--- config.mk ---
export PLATFORM = sky130hd
export DESIGN_NAME = imm_gen_pipe
export DESIGN_NICKNAME = d
export VERILOG_FILES = /design/src/rtl/imm_gen_pipe.sv
export SDC_FILE = /design/constraint.sdc
export NUM_CORES = 1
export LEC_CHECK = 0
export BUFFER_PORTS_ARGS = -buffer_cell sky130_fd_sc_hd__buf_2
export CORE_ASPECT_RATIO = 0.6
export CORE_MARGIN = 3
export CORE_UTILIZATION = 45
export DETAILED_ROUTE_END_ITERATION = 10
export PLACE_DENSITY = 0.71
export REMOVE_ABC_BUFFERS = 1
export SKIP_LAST_GASP = 1
export SLEW_MARGIN = 20
export SYNTH_ARGS = -nofsm -noshare
export SYNTH_HDL_FRONTEND = slang
export SYNTH_SLANG_ARGS = --single-unit
--- constraint.sdc ---
create_clock -name clk -period 1.5 [get_ports clk]
set_clock_uncertainty 0.2 [all_clocks]
set_input_delay 0.3 -clock clk [delete_from_list [all_inputs] [get_ports clk]]
set_output_delay 0.3 -clock clk [all_outputs]
set_load 0.05 [all_outputs]
--- src/rtl/imm_gen_pipe.sv ---
// imm_gen_pipe
// Decode-stage immediate generator with a 2-entry skid buffer on the output.
// Every RISC-V base immediate format (I, S, B, U, J) is sign-extended to XLEN.
// Define IMMGEN_CSR_ZIMM_EN to enable the CSR zero-extended uimm format (Z, code 101).
// Without that macro, code 101 is treated as illegal.
//
// Parameters:
//   XLEN   output immediate width (32 or 64)
//   TAG_W  sideband tag width (>= 1)
// Ports:
//   clk, rst_n             clock, asynchronous active-low reset
//   in_valid/in_ready      upstream handshake; in_ready is driven from a register only
//   in_inst, in_imm_src    instruction word and immediate format select
//   in_tag                 sideband context, passed through unchanged
//   flush                  synchronous kill of both buffered entries
//   out_valid/out_ready    downstream handshake
//   out_imm, out_tag       generated immediate and its tag
//   out_illegal            format select was unsupported for this entry
module imm_gen_pipe #(
  parameter int XLEN  = 32,
  parameter int TAG_W = 32
) (
  input  logic             clk,
  input  logic             rst_n,
  input  logic             in_valid,
  output logic             in_ready,
  input  logic [31:0]      in_inst,
  input  logic [2:0]       in_imm_src,
  input  logic [TAG_W-1:0] in_tag,
  input  logic             flush,
  output logic             out_valid,
  input  logic             out_ready,
  output logic [XLEN-1:0]  out_imm,
  output logic [TAG_W-1:0] out_tag,
  output logic             out_illegal
);

  localparam logic [2:0] SRC_I = 3'b000;
  localparam logic [2:0] SRC_S = 3'b001;
  localparam logic [2:0] SRC_B = 3'b010;
  localparam logic [2:0] SRC_U = 3'b011;
  localparam logic [2:0] SRC_J = 3'b100;
  localparam logic [2:0] SRC_Z = 3'b101;

  // Builds a 32-bit immediate first. Bit 31 always equals the sign for
  // I/S/B/U/J and is 0 for Z, so widening to XLEN is a plain sign extension.
  // Returns {illegal, imm}.
  function automatic logic [XLEN:0] gen_imm(input logic [31:0] inst,
                                            input logic [2:0]  src);
    logic [31:0] t;
    logic        ill;
    t   = {{20{inst[31]}}, inst[31:20]};
    ill = 1'b0;
    case (src)
      SRC_I: t = {{20{inst[31]}}, inst[31:20]};
      SRC_S: t = {{20{inst[31]}}, inst[31:25], inst[11:7]};
      SRC_B: t = {{19{inst[31]}}, inst[31], inst[7], inst[30:25], inst[11:8], 1'b0};
      SRC_U: t = {inst[31:12], 12'h000};
      SRC_J: t = {{11{inst[31]}}, inst[31], inst[19:12], inst[20], inst[30:21], 1'b0};
`ifdef IMMGEN_CSR_ZIMM_EN
      SRC_Z: t = {27'h0000000, inst[19:15]};
`else
      SRC_Z: begin
        t   = {{20{inst[31]}}, inst[31:20]};
        ill = 1'b1;
      end
`endif
      default: begin
        t   = {{20{inst[31]}}, inst[31:20]};
        ill = 1'b1;
      end
    endcase
    return {ill, XLEN'({{32{t[31]}}, t})};
  endfunction

  // Main (output) entry and skid entry
  logic             m_valid_r;
  logic [XLEN-1:0]  m_imm_r;
  logic [TAG_W-1:0] m_tag_r;
  logic             m_ill_r;
  logic             k_valid_r;
  logic [XLEN-1:0]  k_imm_r;
  logic [TAG_W-1:0] k_tag_r;
  logic             k_ill_r;

  logic [XLEN:0]    gen_s;
  logic [XLEN-1:0]  new_imm_s;
  logic             new_ill_s;
  logic             accept_s;
  logic             pop_s;
  logic             unused_opcode_s;

  // The opcode field is never part of any immediate
  assign unused_opcode_s = ^in_inst[6:0];

  // Decode the incoming instruction's immediate
  always_comb begin
    gen_s     = gen_imm(in_inst, in_imm_src);
    new_imm_s = gen_s[XLEN-1:0];
    new_ill_s = gen_s[XLEN];
  end

  // Handshakes; in_ready depends only on the skid valid register
  always_comb begin
    in_ready = ~k_valid_r;
    accept_s = in_valid & ~k_valid_r;
    pop_s    = m_valid_r & out_ready;
  end

  // Skid-buffer state update: flush first, then refill M, else spill into K
  always_ff @(posedge clk or negedge rst_n) begin
    if (!rst_n) begin
      m_valid_r <= 1'b0;
      m_imm_r   <= '0;
      m_tag_r   <= '0;
      m_ill_r   <= 1'b0;
      k_valid_r <= 1'b0;
      k_imm_r   <= '0;
      k_tag_r   <= '0;
      k_ill_r   <= 1'b0;
    end else if (flush) begin
      m_valid_r <= 1'b0;
      k_valid_r <= 1'b0;
    end else if (!m_valid_r || pop_s) begin
      if (k_valid_r) begin
        // K always holds the older entry, so it moves up before any new one
        m_valid_r <= 1'b1;
        m_imm_r   <= k_imm_r;
        m_tag_r   <= k_tag_r;
        m_ill_r   <= k_ill_r;
        k_valid_r <= 1'b0;
      end else if (accept_s) begin
        m_valid_r <= 1'b1;
        m_imm_r   <= new_imm_s;
        m_tag_r   <= in_tag;
        m_ill_r   <= new_ill_s;
      end else begin
        m_valid_r <= 1'b0;
      end
    end else if (accept_s) begin
      k_valid_r <= 1'b1;
      k_imm_r   <= new_imm_s;
      k_tag_r   <= in_tag;
      k_ill_r   <= new_ill_s;
    end else begin
      k_valid_r <= k_valid_r;
    end
  end

  assign out_valid   = m_valid_r;
  assign out_imm     = m_imm_r;
  assign out_tag     = m_tag_r;
  assign out_illegal = m_ill_r;

endmodule

==> results of run 1 <==
## synthesized netlist by cell type, drive strengths merged
cell type / number
inv: 2
a31oi: 1
nand3: 7
a221oi: 1
mux2: 44
nor2: 13
o211ai: 11
nor4bb: 1
or3: 1
a2111o: 8
mux2i: 45
xnor2: 2
dfrtp: 132
a21o: 9
o21ai: 76
a2111oi: 8
nand2b: 3
nor2b: 2
or2b: 1
a211o: 2
a211oi: 1
buf: 31
nor3b: 8
clkbuf: 13
o21a: 6
nand3b: 1
a21oi: 20
nor3: 2
or2: 1
nand2: 88
a22oi: 4
## metal layers
layer | global-route usage | vias up | wire [um]
li1 | - | 2434 | -
met5 | 0 | - | 13
met4 | 0.0830 | 2 | 336
met1 | 0.319 | 2779 | 8540
met2 | 0.390 | 224 | 9730
met3 | 0.0780 | 34 | 1760
## repair_timing
item / CTS / global route
pin swaps: 1 / 43
gates cloned: 6 / 13
setup endpoints to repair: 197 / 178
endpoints found under the hold margin: 201 / 0
hold buffers: 39 / 0
buffers inserted: 17 / 34
gates resized for setup: 190 / 169
## metrics by stage
stage / total power [uW] / hold slack, ns
final: 13200 / 0.0117
after detailed placement: 7530 / 0.159
after global placement: 7400 / 0.146
after floorplan: 6600 / -0.196
after global routing: 13700 / 0.00720
after CTS: 12500 / 0.0116
## flip-flops by register name (all words and copies together) (netlist names)
register and count:
k_ill_r 1, k_imm_r 32, k_tag_r 32, k_valid_r 1, out_illegal 1, out_imm 32, out_tag 32, out_valid 1
## cell families after synthesis
group	count (synthesis)	share of synthesized area
buffers and inverters	46	0.0407
DFF	132	0.551
xor gates and xnor gates	2	0.00292
muxes	89	0.158
and+or+nand+nor	128	0.0966
AOI/OAI and AO/OA	147	0.152
## power by group through the flow
stage	Combinational, uW	Sequential [uW]	Clock [uW]
5_1_grt	4140	4970	4570
4_1_cts	3380	4770	4350
3_3_place_gp	2690	4700	0
2_1_floorplan	843	5760	0
3_5_place_dp	2780	4750	0
6_report	3930	4910	4340
## layout make-up
cell class | count | share of cell area
multi-input combinational | 366 | 0.305
timing repair buffer | 268 | 0.274
inverter | 2 | 0.00203
clock buffer | 18 | 0.0435
sequential | 132 | 0.336
tap | 165 | 0.0209
clock inverter | 14 | 0.0178
antenna | 1 | 0.000254
## path summary, 6_finish.rpt
check | cells after the start | endpoint | slack, ns | from
max | 9 | out_imm[5]$_DFFE_PN0P_ | -0.38 | k_valid_r$_DFFE_PN0P_
min | 3 | k_imm_r[21]$_DFFE_PN0P_ | 0.01 | in_inst[21]
max reg2reg | 9 | out_imm[5]$_DFFE_PN0P_ | -0.38 | k_valid_r$_DFFE_PN0P_
min reg2reg | 2 | k_imm_r[2]$_DFFE_PN0P_ | 0.29 | k_imm_r[2]$_DFFE_PN0P_
max in group asynchronous | 3 | k_valid_r$_DFFE_PN0P_ | 0.50 | rst_n
min in group asynchronous | 3 | k_imm_r[9]$_DFFE_PN0P_ | 0.24 | rst_n
## worst max-delay path, cell delays in order, from the launching register on
cell      delay [ns]
dfrtp_4         0.43
buf_6           0.12
nor2_4          0.04
buf_6           0.12
nor3_4          0.20
buf_12          0.16
buf_8           0.13
buf_6           0.13
o211ai_1        0.10
o21a_1          0.14
==> impl_metrics.py, run 1 <==
metrics = {
    "routing": {
        "routed_wl_mm": 20.4,
        "drc": 0,
        "wl_per_cell_um": 21.1,
        "firstDrtPassIters": 5,
        "drtAntennaViolNets": 0,
        "num_vias": 5473,
        "drt_first_iter_violations": 351,
        "detail_route.vias_per_cell": 5.67,
    },
    "placement": {
        "dp_hpwl_mm": 10.3,
        "numPlacedInstances": 832,
        "dpl-instance-area_sq_um": 7020,
        "io_buffer_count": 131,
        "gpl.final_weighted_congestion": 0.811,
        "dpl_worst_slack_ns": -0.365,
    },
    "power": {
        "power_share_of_the_combinational_group": 0.298,
        "peakVddDrop_v": 0.000912,
        "seq_power_share": 0.372,
        "p_clk_frac": 0.330,
        "p_int_uw": 8690,
        "power-per-cell-area_nw_per_um2": 1340,
        "switching_share": 0.340,
        "leakage_uw": 0.00450,
        "netSwitchingPower_uw": 4490,
    },
    "die": {
        "die_w_um": 155,
        "die_height_um": 95.4,
        "design.die.area_sq_um": 14800,
        "core_sq_um": 12500,
        "num_rows": 31,
        "floorplan.io_pins": 139,
        "initial_utilization": 0.479,
    },
    "timing": {
        "count_of_endpoints_failing_hold_in_the_final_timing_report": 0,
        "timing.final.max_slew_violations": 0,
        "timing.setup.tns_ns": -33.88,
        "final_min_period_over_clock_period": 1.25,
        "timing.max_slew.rel_slack": 0.267,
        "layout_min_cycle_time_ns": 1.88,
        "final.setup.worst_slack_ns": -0.379,
        "setup_violations": 141,
        "least_margin_pin_slew_ns": 1.10,
        "max_clock_freq_ghz": 0.532,
        "rsz0062_at_grt": "yes",
    },
    "synth": {
        "post_synth.cell_area_avg_sq_um": 11.0,
        "mappedNetlistArea_sq_um": 6000,
        "synth.yosys.warnings": 0,
        "post_synth_inst_count": 544,
        "synthDominantCellAreaShare": 0.551,
        "synth.lib_cells_used.distinct": 39,
        "synth_sequential_area_ratio": 0.551,
        "synth-seq-cells": 132,
        "post_synth_main_area_contributors": "dfrtp_1 (55%), mux2_2 (8.3%), mux2i_1 (7.5%)",
        "yosys.area.top_type": "dfrtp_1",
    },
    "grt": {
        "grt_pass1_wl_mm": 27.9,
        "antenna_violations_before_repair": 1,
        "overall_fraction_of_global_route_tracks_in_use": 0.245,
        "maximum_number_of_pins_on_one_net_before_global_route_repair": 70,
        "via_count_of_the_first_global_routing_pass": 5318,
        "global_route.overflow_total": 0,
    },
    "critical_path": {
        "crit_path_max_fanout": 7,
        "critPathKind": "reg2reg",
        "start_kind": "register",
        "critPathCaptureType": "register",
        "required_ns": 1.60,
        "crit_arrival_ns": 1.98,
    },
    "clock_tree": {
        "cts_tree": "built",
        "cts-htree-levels": 4,
        "clock_transition_at_the_registers_of_the_reported_paths_ns": 0.06,
        "clkSinkCount": 132,
        "cts_buffers": 17,
        "clock_path_buffers": 2,
        "clk-insertion-delay-late_ns": 0.42,
        "root_buffer": "clkbuf_16",
    },
    "cells_and_area": {
        "util_after_layout": 0.787,
        "layout.cells.most_common": "dfrtp_1",
        "multi_input_comb_area_sq_um": 3010,
        "layout-area-overhead-vs-synth_pct": 64.3,
        "final_cell_area_sq_um": 9860,
        "regArea_sq_um": 3310,
        "post_layout_nonfiller_instances": 966,
        "finish.net_count": 859,
        "nFillCells": 687,
        "final_cell_mix": "dfrtp_1 (129), buf_6 (77), buf_2 (63)",
        "drive_above_1_share": 0.498,
    },
    "status": {
        "status": "finished with violations",
        "violations": "negative setup slack",
    },
    "job": {
        "maxCapViolCount": 0,
    },
    "worst_hold_path": {
        "hold_path_class": "in2reg",
    },
}
No activity file was read; power rests on OpenSTA's default activity.
==> run 2: changes to the inputs <==
==> constraint.sdc (replaced) <==
create_clock -name clk -period 1.5 [get_ports clk]
set_clock_uncertainty 0.2 [all_clocks]
set_input_delay 0.225 -clock clk [delete_from_list [all_inputs] [get_ports clk]]
set_output_delay 0.225 -clock clk [all_outputs]
set_load 0.05 [all_outputs]
==> run 2 against run 1 <==
Against the previous run:
- the flow finishes with violations (negative hold slack, negative setup slack)
- final cell count increased by 0.10%
- non-clock buffer count increased by 1
- sequential share of layout area hardly changed
- critical path depth is 3 lower
- utilization grew 0.050 points
- total power increased by 1.0%
- count of clock-buffer cells in the layout rose by 3
- largest cell class unchanged
- sequential cell count unchanged
- register-to-register slack gained 0.03 ns
- clock power grew 9.9%
- first-iteration DRC count up 3.7%
- setup slack improved by 0.033 ns
==> impl_metrics.py, run 2 (same netlist as run 1, synthesis figures left out) <==
metrics = {
    "critical_path": {
        "worstPathCellList": "nor2b_4 -> buf_6 -> nor3_4 -> buf_6 -> buf_12 -> mux2_4",
        "crit_path_max_fanout": 7,
        "required_ns": 1.59,
        "reg2reg_from": "out_valid$_DFFE_PN0N_",
        "critical_path.top_delay_family": "buffers and inverters",
        "critical_path.reg2reg.endpoint": "out_imm[27]$_DFFE_PN0P_",
        "critPathKind": "reg2reg",
        "most_used_cell_cp": "buf_6",
        "cp.buffers_inverters": 3,
        "timing.reg2reg.setup_slack_ns": -0.35,
        "r2r_cells": 6,
        "critical_path_depth": 6,
        "critPathCaptureType": "register",
        "crit_arrival_ns": 1.93,
        "critical_path.max_stage_delay_ns": 0.38,
        "start_kind": "register",
        "crit_path_top_delay_cell": "dfrtp_1",
    },
    "die": {
        "die_w_um": 155,
        "num_rows": 31,
        "initial_utilization": 0.479,
        "floorplan.io_pins": 139,
        "design.die.area_sq_um": 14800,
        "die_height_um": 95.4,
        "core_sq_um": 12500,
    },
    "power": {
        "peakVddDrop_v": 0.000889,
        "power_share_of_the_combinational_group": 0.276,
        "seq_power_share": 0.366,
        "design_power_total_uw": 13300,
        "p_clk_frac": 0.358,
        "power-per-cell-area_nw_per_um2": 1350,
        "switching_share": 0.335,
        "leakage_uw": 0.00454,
        "p_int_uw": 8850,
        "netSwitchingPower_uw": 4460,
    },
    "routing": {
        "drtAntennaViolNets": 0,
        "routed_wl_mm": 21.7,
        "num_vias": 5584,
        "drc": 0,
        "detail_route.vias_per_cell": 5.77,
        "wl_per_cell_um": 22.5,
        "drt_first_iter_violations": 364,
        "firstDrtPassIters": 5,
    },
    "cells_and_area": {
        "final_cell_area_sq_um": 9860,
        "regArea_sq_um": 3310,
        "drive_above_1_share": 0.507,
        "layout.cells.most_common": "dfrtp_1",
        "layout-area-overhead-vs-synth_pct": 64.4,
        "nFillCells": 737,
        "multi_input_comb_area_sq_um": 3060,
        "final_cell_mix": "dfrtp_1 (130), buf_2 (92), nand2_1 (52)",
        "finish.net_count": 860,
    },
    "timing": {
        "final_min_period_over_clock_period": 1.23,
        "count_of_endpoints_failing_hold_in_the_final_timing_report": 1,
        "hold_slack_ns": -0.00207,
        "timing.final.max_slew_violations": 0,
        "least_margin_pin_slew_ns": 0.915,
        "rsz0062_at_grt": "yes",
        "setup_violations": 137,
        "max_clock_freq_ghz": 0.542,
        "layout_min_cycle_time_ns": 1.85,
        "final.setup.worst_slack_ns": -0.346,
        "timing.max_slew.rel_slack": 0.390,
    },
    "worst_hold_path": {
        "hold_path_end": "k_imm_r[21]$_DFFE_PN0P_",
        "hold_path_class": "in2reg",
        "hold_start": "in_inst[21]",
        "timing.hold.worst_path_depth": 3,
    },
    "placement": {
        "io_buffer_count": 131,
        "dpl-instance-area_sq_um": 7080,
        "gpl.final_weighted_congestion": 0.808,
        "dp_hpwl_mm": 11.0,
    },
    "grt": {
        "via_count_of_the_first_global_routing_pass": 5872,
        "antenna_violations_before_repair": 2,
        "global_route.overflow_total": 0,
        "overall_fraction_of_global_route_tracks_in_use": 0.275,
        "maximum_number_of_pins_on_one_net_before_global_route_repair": 43,
        "grt_pass1_wl_mm": 31.6,
    },
    "clock_tree": {
        "clkSinkCount": 132,
        "cts_buffers": 17,
        "clock_transition_at_the_registers_of_the_reported_paths_ns": 0.06,
        "clock_path_buffers": 2,
        "cts-htree-levels": 4,
        "root_buffer": "clkbuf_16",
        "clk-insertion-delay-late_ns": 0.41,
        "cts_tree": "built",
    },
    "job": {
        "maxCapViolCount": 0,
    },
    "status": {
        "violations": "negative hold slack, negative setup slack",
        "status": "finished with violations",
    },
}
run 2: changes by cell type in the layout (fill, tap and decap cells not counted), moves of 5 or more:
cell           delta
buf_4             -6
o21ai_0          +14
buf_6            -46
buf_2            +29
o21ai_2          +11
clkbuf_4         +15
nand2_4           +5
mux2i_1           -6
dlygate4sd3_1     +8
o21ai_1          -26
buf_16           +11
buf_8             -7
clkbuf_16         -6
run 2: layer usage:
metal,vias up,track usage,share of wire,wire length [um]
li1,2445,-,-,-
met3,39,0.0925,0.091,1980
met4,4,0.0705,0.012,269
met2,280,0.436,0.47,10300
met1,2816,0.367,0.42,9200
met5,-,0,0.0012,27
run 2: timing repair:
item / in CTS / in global routing
hold endpoints to repair: 214 / 1
setup buffers: 20 / 11
resized for setup: 112 / 187
endpoints found under the setup margin: 135 / 166
hold buffers: 46 / 1
pin swaps: 34 / 42
cloned: 15 / 5
run 2: layout make-up:
cell class	count	area share
Sequential cell	132	0.335
Antenna cell	1	0.000254
Multi-Input combinational cell	366	0.310
Tap cell	165	0.0209
Timing Repair Buffer	269	0.264
Clock inverter	11	0.0199
Inverter	2	0.00203
Clock buffer	21	0.0477
run 2: worst max path at each step:
stage / endpoint / start / slack (ns)
2_1_floorplan: k_imm_r[31]$_DFFE_PN0P_ / k_valid_r$_DFFE_PN0P_ / -3.21
3_3_place_gp: out_imm[11]$_DFFE_PN0P_ / out_valid$_DFFE_PN0N_ / -0.26
3_5_place_dp: out_imm[29]$_DFFE_PN0P_ / in_imm_src[2] / -0.32
4_1_cts: in_ready / k_valid_r$_DFFE_PN0P_ / -0.29
5_1_grt: out_illegal$_DFFE_PN0P_ / out_valid$_DFFE_PN0N_ / -0.37
6_report: out_imm[27]$_DFFE_PN0P_ / out_valid$_DFFE_PN0N_ / -0.35
run 2: per-stage QoR:
stage	setup TNS (ns)	setup WS, ns	hold WS [ns]	utilization	std cells
after floorplan	-391.81	-3.21	-0.271	-	500
after global placement	-24.45	-0.264	-0.0168	0.565	842
after detailed placement	-29.25	-0.317	-0.0190	0.565	842
after CTS	-27.32	-0.287	0.00200	0.731	954
after global routing	-34.25	-0.372	0.00369	0.787	966
final	-29.66	-0.346	-0.00207	0.787	967
run 2: power by group through the flow:
stage	combinational, uW	clock [uW]	sequential, uW
floorplan	843	0	5760
global placement	2720	0	4710
detailed placement	2810	0	4750
CTS	3260	4740	4730
global route	3870	4980	4950
finish	3670	4770	4870
run 2: worst register-to-register path, stage by stage (launching register included):
cell     delay, ns
dfrtp_1       0.38
nor2b_4       0.14
buf_6         0.12
nor3_4        0.24
buf_6         0.18
buf_12        0.15
mux2_4        0.31
==> run 3: changes to the inputs <==
--- a/config.mk
+++ b/config.mk
@@ -10,7 +10,7 @@
 export CORE_MARGIN = 3
 export CORE_UTILIZATION = 45
 export DETAILED_ROUTE_END_ITERATION = 10
-export PLACE_DENSITY = 0.71
+export PLACE_DENSITY = 0.78
 export REMOVE_ABC_BUFFERS = 1
 export SKIP_LAST_GASP = 1
 export SLEW_MARGIN = 20
==> run 3 against run 2 <==
Against the previous run:
- the run ends with negative setup slack left
- sequential power down 2%
- sequential share of layout area up 2.2 points
- total power down 8.3%
- routed wire length down 10%
- die area unchanged
- worst hold slack better by 0.0028 ns
- setup slack better by 0.041 ns
- fmax up 2.3%
- sequential cell count unchanged
- critical path type unchanged
==> impl_metrics.py, run 3 (same netlist as run 1, synthesis figures left out) <==
metrics = {
    "status": {
        "status": "finished with violations",
        "violations": "negative setup slack",
    },
    "cells_and_area": {
        "final_cell_area_sq_um": 9240,
        "final_cell_mix": "dfrtp_1 (131), buf_2 (88), nand2_1 (68)",
        "nFillCells": 836,
        "drive_above_1_share": 0.454,
        "layout-area-overhead-vs-synth_pct": 54.1,
        "finish.net_count": 843,
        "layout.cells.most_common": "dfrtp_1",
        "regArea_sq_um": 3310,
        "multi_input_comb_area_sq_um": 2830,
    },
    "timing": {
        "setup_violations": 135,
        "final.setup.worst_slack_ns": -0.305,
        "rsz0062_at_grt": "yes",
        "timing.setup.tns_ns": -29.43,
        "max_clock_freq_ghz": 0.554,
        "final_min_period_over_clock_period": 1.20,
        "count_of_endpoints_failing_hold_in_the_final_timing_report": 0,
        "timing.final.max_slew_violations": 0,
        "layout_min_cycle_time_ns": 1.80,
        "least_margin_pin_slew_ns": 1.03,
        "timing.max_slew.rel_slack": 0.316,
    },
    "grt": {
        "via_count_of_the_first_global_routing_pass": 5550,
        "maximum_number_of_pins_on_one_net_before_global_route_repair": 51,
        "global_route.overflow_total": 0,
        "grt_pass1_wl_mm": 29.3,
        "antenna_violations_before_repair": 1,
        "overall_fraction_of_global_route_tracks_in_use": 0.258,
    },
    "routing": {
        "routed_wl_mm": 19.5,
        "num_vias": 5307,
        "wl_per_cell_um": 20.6,
        "drtAntennaViolNets": 0,
        "drt_first_iter_violations": 375,
        "detail_route.vias_per_cell": 5.59,
        "firstDrtPassIters": 5,
        "drc": 0,
    },
    "clock_tree": {
        "clock_transition_at_the_registers_of_the_reported_paths_ns": 0.06,
        "root_buffer": "clkbuf_16",
        "clk-insertion-delay-late_ns": 0.42,
        "clock_path_buffers": 2,
        "cts_tree": "built",
        "cts-htree-levels": 4,
        "clkSinkCount": 132,
        "cts_buffers": 17,
    },
    "power": {
        "leakage_uw": 0.00427,
        "design_power_total_uw": 12200,
        "peakVddDrop_v": 0.000831,
        "power-per-cell-area_nw_per_um2": 1320,
    },
    "critical_path": {
        "worstPathCellList": "nor2_4 -> or3_4 -> buf_12 -> buf_16 -> a21oi_4 -> a21oi_2",
        "crit_path_max_fanout": 7,
        "critPathCaptureType": "register",
        "r2r_cells": 6,
        "cp.buffers_inverters": 2,
        "reg2reg_from": "k_valid_r$_DFFE_PN0P_",
        "crit_arrival_ns": 1.91,
        "critical_path.reg2reg.endpoint": "out_imm[13]$_DFFE_PN0P_",
        "start_kind": "register",
        "required_ns": 1.61,
        "critical_path.top_delay_family": "simple AND/OR/NAND/NOR gates",
        "crit_path_top_delay_cell": "dfrtp_4",
        "timing.reg2reg.setup_slack_ns": -0.30,
        "critPathKind": "reg2reg",
        "critical_path.max_stage_delay_ns": 0.47,
    },
    "placement": {
        "io_buffer_count": 131,
        "dp_hpwl_mm": 10.6,
        "gpl.final_weighted_congestion": 0.820,
        "dpl_worst_slack_ns": -0.379,
        "dpl-instance-area_sq_um": 7080,
    },
    "worst_hold_path": {
        "hold_path_class": "in2reg",
        "hold_path_end": "k_imm_r[1]$_DFFE_PN0P_",
        "timing.hold.worst_path_depth": 3,
        "hold_start": "in_inst[8]",
    },
    "die": {
        "num_rows": 31,
        "design.die.area_sq_um": 14800,
        "die_w_um": 155,
        "initial_utilization": 0.479,
        "die_height_um": 95.4,
        "core_sq_um": 12500,
        "floorplan.io_pins": 139,
    },
    "job": {
        "maxCapViolCount": 0,
    },
}
[run 3: cell count changes in the layout (fill, tap and decap cells not counted), sizes merged, moves of 2 or more]
cell / before / now
clkinvlp: 2 / 4
clkbuf: 40 / 47
clkinv: 3 / 7
buf: 202 / 175
bufinv: 5 / 1
[run 3: timing repair]
action                                  CTS  global route
buffers inserted                         13             6
cloned                                   10             4
resized for setup                        88           105
pin swaps                                21            27
hold endpoints to repair                218             0
hold buffers                             48             0
endpoints found under the setup margin  137           166
[run 3: worst max path at each step]
stage                                          to  depth (start not counted)  slack [ns]             startpoint
after global placement     out_tag[9]$_DFFE_PN0P_                          5       -0.33  out_valid$_DFFE_PN0N_
after detailed placement  k_imm_r[15]$_DFFE_PN0P_                          5       -0.38  k_valid_r$_DFFE_PN0P_
final                     out_imm[13]$_DFFE_PN0P_                          6       -0.30  k_valid_r$_DFFE_PN0P_
after global routing      k_tag_r[16]$_DFFE_PN0P_                          6       -0.33  out_valid$_DFFE_PN0N_
after floorplan           k_imm_r[31]$_DFFE_PN0P_                          3       -3.21  k_valid_r$_DFFE_PN0P_
after CTS                 out_imm[14]$_DFFE_PN0P_                          6       -0.25  k_valid_r$_DFFE_PN0P_
[run 3: layer usage]
metal	share of wire	track usage	vias up	wire length, um
met4	0.013	0.0933	2	259
met3	0.088	0.0776	32	1710
met5	0.00067	0	-	13
met2	0.48	0.414	229	9330
met1	0.42	0.334	2638	8220
li1	-	-	2406	-
[run 3: area by class of cell]
cell class              count  area share
diodes                      1    0.000271
clock buffers              20      0.0494
clock inverters            12      0.0115
inverters                   2     0.00217
multi-input cells         366       0.306
flip-flops and latches    132       0.358
well taps                 165      0.0223
repair buffers            252       0.251
[run 3: report_power, final]
| part | internal (uW) | switching (uW) |
|---|---|---|
| Combinational | 1310 | 2100 |
| Sequential | 4300 | 494 |
| Clock | 2360 | 1630 |
| Total | 7970 | 4230 |
[run 3: through the flow]
step	utilization	std cells	hold WS [ns]
after floorplan	-	500	-0.271
after global placement	0.565	838	-0.112
after detailed placement	0.565	838	-0.113
after CTS	0.702	940	0.00147
after global routing	0.738	949	0.00897
final	0.738	950	0.000751
[run 3: tightest hold or removal path, stage by stage]
cell	delay, ns
buf_2	0.09
a22oi_1	0.10
o21ai_0	0.17
